## src/rtl/fifo_rd_checker_pkg.sv

```systemverilog
// Shared types and constants for the FIFO read-side checker.
// Holds the burst FSM encoding and the stall LFSR seed/taps.
package fifo_rd_pkg;

  typedef enum logic [1:0] {
    IDLE  = 2'd0,
    BURST = 2'd1,
    WAIT  = 2'd2
  } rd_state_t;

  localparam logic [15:0] LFSR_SEED = 16'hACE1;
  // Fibonacci taps 16,14,13,11 mapped onto bits 15,13,12,10
  localparam logic [15:0] LFSR_TAPS = 16'hB400;

endpackage

```

## src/rtl/fifo_rd_checker_lfsr16.sv

```systemverilog
// 16-bit Fibonacci LFSR used to generate pseudo-random read stalls.
// Latency: state advances one step per enabled cycle, seeded on reset.
// Backpressure: none, free-running.
module lfsr16
  import fifo_rd_pkg::*;
(
  input  logic        clk,
  input  logic        reset,
  input  logic        en,
  output logic [15:0] state
);

  always_ff @(posedge clk) begin
    if (reset) begin
      state <= LFSR_SEED;
    end else if (en) begin
      state <= {state[14:0], ^(state & LFSR_TAPS)};
    end
  end

endmodule

```

## config.mk

```make
export PLATFORM = sky130hd
export DESIGN_NAME = lfsr16
export DESIGN_NICKNAME = d
export VERILOG_FILES = /design/src/rtl/fifo_rd_checker_pkg.sv /design/src/rtl/fifo_rd_checker_lfsr16.sv
export SDC_FILE = /design/constraint.sdc
export NUM_CORES = 1
export LEC_CHECK = 0
export CAP_MARGIN = 20
export CORE_AREA = 2 2 39 41
export CTS_CLUSTER_DIAMETER = 40
export DETAILED_ROUTE_END_ITERATION = 10
export DIE_AREA = 0 0 41 43
export DONT_BUFFER_PORTS = 1
export GPL_TIMING_DRIVEN = 0
export SYNTH_ARGS = -nofsm -noshare
export SYNTH_HDL_FRONTEND = slang
export SYNTH_SLANG_ARGS = --single-unit
```

## constraint.sdc

```tcl
create_clock -name clk -period 1 [get_ports clk]
set_input_delay 0.05 -clock clk [delete_from_list [all_inputs] [get_ports clk]]
set_output_delay 0.05 -clock clk [all_outputs]
set_load 0.005 [all_outputs]
```

==> metrics.md, run 1 <==
| Metric | Value |
|---|---|
| Post-synthesis area per instance | `11.3 um2` |
| Register-to-register path setup slack | `70 ps` |
| Highest Clock Rate | `1080 MHz` |
| Summed instance area of the synthesized netlist | `619 um2` |
| Clock power share | `0.320` |
| Leftover overflow at the end of global routing | `0` |
| Setup violators final | `0` |
| Leakage power summed over all cells | `0.314 nW` |
| Timing startpoint of the critical path | `state[10]` |
| Maximum vdd ir drop | `1090 uV` |
| Via-per-instance ratio | `5.07` |
| Drt initial violations | `5` |
| Die boundary width | `41 um` |
| Cts bufs inserted | `3` |
| Origin of the critical flop-to-flop path | `state[10]` |
| Synth warnings | `0` |
| Most common library cell in the layout ignoring fill and taps | `mux2i_1` |
| Maximum number of buffers from clock root to sink | `2` |
| Average wire length per cell after detail routing | `12.7 um` |
| GR met1 Demand/Resource | `0.177` |
| Synth top area cells | `dfxtp_1 52%, mux2i_1 24%, xnor2_2 5.3%, nor2_1 4.8%, nand2_1 4.2%` |
| Total length of routed wires | `953 um` |
| Number of nets with antenna violations after routing | `0` |
| Number of stages on the worst hold path | `2` |
| Worst-case hold slack | `88.4 ps` |
| Critical path buffer and inverter count | `0` |
| Cell type with the highest aggregate area in the netlist | `dfxtp_1` |
| Number of library cell types mapped by synthesis | `12` |
| Critical Path Source Type | `register` |
| Top-level port count | `19` |
| Number of global-route vias before repair | `359` |
| Critical path required time | `1160 ps` |
| Largest register by flop count | `state` |
| Top-area cell type share of the netlist area | `0.517` |
| Clock tree from TritonCTS | `built` |
| Cell Int Power | `0.000982 W` |
| Hold violation count in the final report | `0` |
| Register Area | `323 um2` |
| Setup Skew | `5.00 ps` |
| Maximum single-stage delay on the critical path | `450 ps` |
| Share of the yosys chip area belonging to registers | `0.517` |
| Share of final-layout standard cells stronger than drive strength 1 | `0.186` |
| DRC | `0` |
| Worst slew slack as a fraction of its limit | `0.831` |
| Kind of cell adding the most delay to the critical path | `flip-flops` |
| Most used cells in the layout excluding fill and tap cells | `15 x mux2i_1, 14 x dfxtp_1, 8 x nor2_1` |
| Outcome | `complete, no violations` |
| Crit-path max FO | `4` |
| Power density of the placed cells | `1890 nW/um2` |
| Effective utilization at floorplan | `0.448` |
| Share of the clock period used by the worst path after layout | `0.927` |
| Grt met3 use | `0.0838` |
| Switching share of total power | `0.233` |
| Critical hold path startpoint | `reset` |
| Unrepaired setup endpoints after global routing | `no` |
| Core footprint | `1380 um2` |
| Post-Synthesis Cells | `55` |
| Buffers inserted during post-CTS setup optimization | `0` |
| Sort of element at the end of the critical path | `register` |
| Top Registers | `state (16)` |
| Filler cell count | `138` |
| Final HPWL from detailed placement | `680 um` |
| Area used by multi-input combinational logic | `259 um2` |
| Clock root buffer | `clkbuf_4` |
| Max stage delay cell, worst path | `dfxtp_1` |
| Detailed Routing Iterations Pass 1 | `2` |
| First-pass GRT wire length | `1.64 mm` |
| RD Place Congestion | `0.665` |
| Data arrival time of the critical path | `1080 ps` |
| Chip height | `43 um` |
| Switching power of the nets | `0.000298 W` |
| Worst-Skew Late Latency | `270 ps` |
| Fin nets | `63` |
| # hold bufs at CTS | `0` |
| Sequence of cells on the critical path | `xnor2_2 > xnor2_1 > a31oi_1` |
| Combinational share of power | `0.105` |
| Clk slew on worst S/H paths | `90 ps` |
| Max-slew violation count | `0` |
| Global routing's busiest layer | `met2` |
| GR Util All Layers | `0.137` |
| Minimum clock period | `927 ps` |
| Max FFs per register | `16` |
| Sequential group share of total power | `0.575` |
| Setup CP Type | `register to register` |
| IO Port Bufs | `0` |
| # H-tree levels | `1` |
| Pin count of the biggest net entering global routing | `11` |
| Number of diodes | `0` |
| Met2 usage in global routing | `0.188` |
| Die area | `1760 um2` |
| Flops & latches, synth | `16` |
| Area added between synthesis and finish | `9.49%` |
| Slew at the pin with the worst max-slew slack | `253 ps` |
| Vias post-DR | `380` |
| CTS sink count | `16` |
| Number of antenna violations at the first check in global routing | `0` |
| FF-to-FF path depth | `3` |
| Tightest Hold Check Type | `input pin to register` |
| Worst hold path endpoint | `state[12]` |
| MaxCap Viol Count | `0` |
| Core Rows | `14` |
| Setup TNS | `0 ps` |
| Number of nets produced by synthesis | `58` |
| Endpoint of the worst register-to-register path | `state[0]` |
==> power groups by stage <==
stage | Clock, W | Combinational, W | Sequential [W]
after CTS | 0.000424 | 0.000137 | 0.000737
final | 0.000410 | 0.000135 | 0.000736
after detailed placement | 0 | 0.000137 | 0.000752
after global routing | 0.000452 | 0.000152 | 0.000747
after global placement | 0 | 0.000135 | 0.000750
after floorplan | 0 | 0.000122 | 0.000739
==> cell usage after synthesis <==
| cell type | n |
|---|---|
| a31oi_1 | 1 |
| buf_12 | 1 |
| buf_6 | 1 |
| clkbuf_2 | 1 |
| dfxtp_1 | 16 |
| inv_1 | 1 |
| mux2i_1 | 15 |
| nand2_1 | 7 |
| nor2_1 | 8 |
| nor3_1 | 1 |
| xnor2_1 | 1 |
| xnor2_2 | 2 |
==> worst reg2reg max path: cells and delay by family, from the launching register on <==
kind,cells,cell delay (ps)
AO/OA/AOI/OAI,1,90
flip-flops,1,450
XOR/XNOR,2,280
==> what timing repair did <==
| action | 4_1_cts | 5_1_grt |
|---|---|---|
| setup endpoints to repair | 0 | 1 |
| endpoints found under the hold margin | 0 | 0 |
| gates resized for setup | 0 | 2 |
==> worst max path at each step <==
stage	to	slack [ps]	depth (start not counted)
3_5_place_dp	state[0]	80	3
2_1_floorplan	state[0]	140	3
4_1_cts	state[0]	60	3
3_3_place_gp	state[0]	80	3
6_report	state[0]	70	3
5_1_grt	state[0]	8	3
==> through the flow <==
stage	cells	util	instance area (um2)	setup slack, ps	total power (W)
after floorplan	55	-	619	142	0.000861
after global placement	71	0.462	639	75.1	0.000885
after detailed placement	71	0.462	639	84.3	0.000888
after CTS	75	0.488	676	64.2	0.00130
after global routing	75	0.490	678	8.03	0.00135
final	75	0.490	678	73.1	0.00128
==> area by class of cell <==
class	instances	area share
well taps	16	0.0295
clock buffers	4	0.0535
multi-input cells	35	0.382
inverters	1	0.00554
plain buffers	3	0.0535
flip-flops and latches	16	0.476
==> routing by layer <==
layer | wire (um) | vias to the layer above
met5 | 0 | -
met4 | 0 | 0
met3 | 52 | 0
met2 | 442 | 10
met1 | 458 | 177
li1 | - | 193
==> logic make-up (layout without fill, tap and decap cells) <==
| logic type | after synthesis | in the layout | synth area share |
|---|---|---|---|
| buffers and inverters | 4 | 8 | 0.0646 |
| AND/OR/NAND/NOR | 16 | 16 | 0.0990 |
| multiplexers | 15 | 15 | 0.242 |
| XOR/XNOR | 3 | 3 | 0.0667 |
| flip-flops | 16 | 16 | 0.517 |
| AO/OA/AOI/OAI | 1 | 1 | 0.0101 |
No activity file was read; power rests on OpenSTA's default activity.
==> inputs of run 2 (changes only) <==
==> constraint.sdc (replaced) <==
create_clock -name clk -period 0.9 [get_ports clk]
set_input_delay 0.045 -clock clk [delete_from_list [all_inputs] [get_ports clk]]
set_output_delay 0.045 -clock clk [all_outputs]
set_load 0.005 [all_outputs]
==> run 2 against run 1 <==
  * Clock-buffer cell count is the same
  * Cell count did not move
  * Critical path depth stayed put
  * Power grew 11%
  * Register-to-register slack got worse by 30 ps
  * Via count is the same
  * Critical endpoint unchanged
  * Largest cell class unchanged
  * Flip-flop and latch count did not move
  * Final area grew 0.37%
==> metrics.md, run 2 (same netlist as run 1, synthesis figures left out) <==
| Metric | Value |
|---|---|
| Outcome | `complete, no violations` |
| Number of antenna violations at the first check in global routing | `0` |
| First-pass GRT wire length | `1.64 mm` |
| Number of nets with antenna violations after routing | `0` |
| Hold violation count in the final report | `0` |
| Max FFs per register | `16` |
| Top Registers | `state (16)` |
| RD Place Congestion | `0.665` |
| Max stage delay cell, worst path | `dfxtp_2` |
| Leakage power summed over all cells | `0.313 nW` |
| Max-slew violation count | `0` |
| Average wire length per cell after detail routing | `12.7 um` |
| Critical path required time | `1060 ps` |
| Detailed Routing Iterations Pass 1 | `2` |
| Sort of element at the end of the critical path | `register` |
| Die boundary width | `41 um` |
| MaxCap Viol Count | `0` |
| Setup violators final | `0` |
| Sequence of cells on the critical path | `xnor2_2 > xnor2_1 > a31oi_1` |
| Clock tree from TritonCTS | `built` |
| Clk slew on worst S/H paths | `90 ps` |
| DRC | `0` |
| Tightest Hold Check Type | `input pin to register` |
| Timing startpoint of the critical path | `state[10]` |
| Power density of the placed cells | `2090 nW/um2` |
| Fin nets | `63` |
| Chip height | `43 um` |
| Number of diodes | `0` |
| Final HPWL from detailed placement | `680 um` |
| Pin count of the biggest net entering global routing | `11` |
| Clock root buffer | `clkbuf_4` |
| Final worst slack | `39.2 ps` |
| Minimum clock period | `861 ps` |
| # H-tree levels | `1` |
| Worst slew slack as a fraction of its limit | `0.831` |
| Area added between synthesis and finish | `9.90%` |
| Crit-path max FO | `4` |
| Worst-case hold slack | `83.4 ps` |
| Maximum number of buffers from clock root to sink | `2` |
| Cts bufs inserted | `3` |
| Via-per-instance ratio | `5.07` |
| Buffers inserted during post-CTS setup optimization | `0` |
| Total length of routed wires | `953 um` |
| Unrepaired setup endpoints after global routing | `yes` |
| Number of global-route vias before repair | `359` |
| Most used cells in the layout excluding fill and tap cells | `15 x mux2i_1, 12 x dfxtp_1, 8 x nor2_1` |
| Die area | `1760 um2` |
| Origin of the critical flop-to-flop path | `state[10]` |
| Core Rows | `14` |
| Critical Path Source Type | `register` |
| Most common library cell in the layout ignoring fill and taps | `mux2i_1` |
| IO Port Bufs | `0` |
| CTS sink count | `16` |
| Vias post-DR | `380` |
| Drt initial violations | `5` |
| Top-level port count | `19` |
| Maximum vdd ir drop | `1210 uV` |
| Leftover overflow at the end of global routing | `0` |
| # hold bufs at CTS | `0` |
| Setup Skew | `5.00 ps` |
| Share of final-layout standard cells stronger than drive strength 1 | `0.220` |
| Pre-CTS worst setup slack | `-15.7 ps` |
| Share of the clock period used by the worst path after layout | `0.956` |
| GR Util All Layers | `0.137` |
| Largest register by flop count | `state` |
| Worst-Skew Late Latency | `270 ps` |
| Core footprint | `1380 um2` |
| Maximum single-stage delay on the critical path | `360 ps` |
| Data arrival time of the critical path | `1020 ps` |
| Slew at the pin with the worst max-slew slack | `253 ps` |
| Critical hold path startpoint | `reset` |
| Effective utilization at floorplan | `0.448` |
| Highest Clock Rate | `1160 MHz` |
| Setup CP Type | `register to register` |
| Final Power | `0.00142 W` |
==> run 2: cell counts in the layout (fill, tap and decap cells not counted) <==
No cell type changed its count.
==> run 2: final timing paths <==
| path | endpoint | slack [ps] | cells after the start |
|---|---|---|---|
| worst max-delay path | state[0] | 40 | 3 |
| worst min-delay path | state[12] | 80 | 2 |
| worst max register to register | state[0] | 40 | 3 |
| worst min register to register | state[6] | 540 | 2 |
==> run 2: worst max-delay path, delay by kind of cell, from the launching register on <==
| kind | cells | cell delay [ps] |
|---|---|---|
| XOR/XNOR | 2 | 290 |
| flip-flops | 1 | 360 |
| AO/OA/AOI/OAI | 1 | 90 |
==> run 2: per-layer routing <==
metal,part of all wire,vias to the layer above,GRT usage
li1,-,193,-
met1,0.48,177,0.177
met2,0.46,10,0.188
met3,0.055,0,0.0838
met4,0,0,0.0400
met5,0,-,0
==> run 2: timing repair <==
item	4_1_cts	5_1_grt
gates cloned	0	0
endpoints found under the setup margin	1	1
resized for setup	4	0
==> run 2: area by class of cell <==
type,instances,area [um2]
inverters,1,3.75
multi-input cells,35,259
well taps,16,20.0
plain buffers,3,36.3
clock buffers,4,36.3
fillers,138,703
flip-flops and latches,16,325
==> run 2: report_power, final <==
part           total, W  switching, W  internal, W
Clock          0.000455      0.000210     0.000245
Combinational  0.000150     0.0000643    0.0000859
Sequential     0.000819     0.0000575     0.000762
Total           0.00142      0.000331      0.00109
==> run 2: stage by stage <==
step | util | setup TNS, ps | cells | instance area (um2)
floorplan | - | 0 | 55 | 619
global placement | 0.462 | -24.9 | 71 | 639
detailed placement | 0.462 | -15.7 | 71 | 639
CTS | 0.492 | 0 | 75 | 681
global route | 0.492 | -27.0 | 75 | 681
finish | 0.492 | 0 | 75 | 681
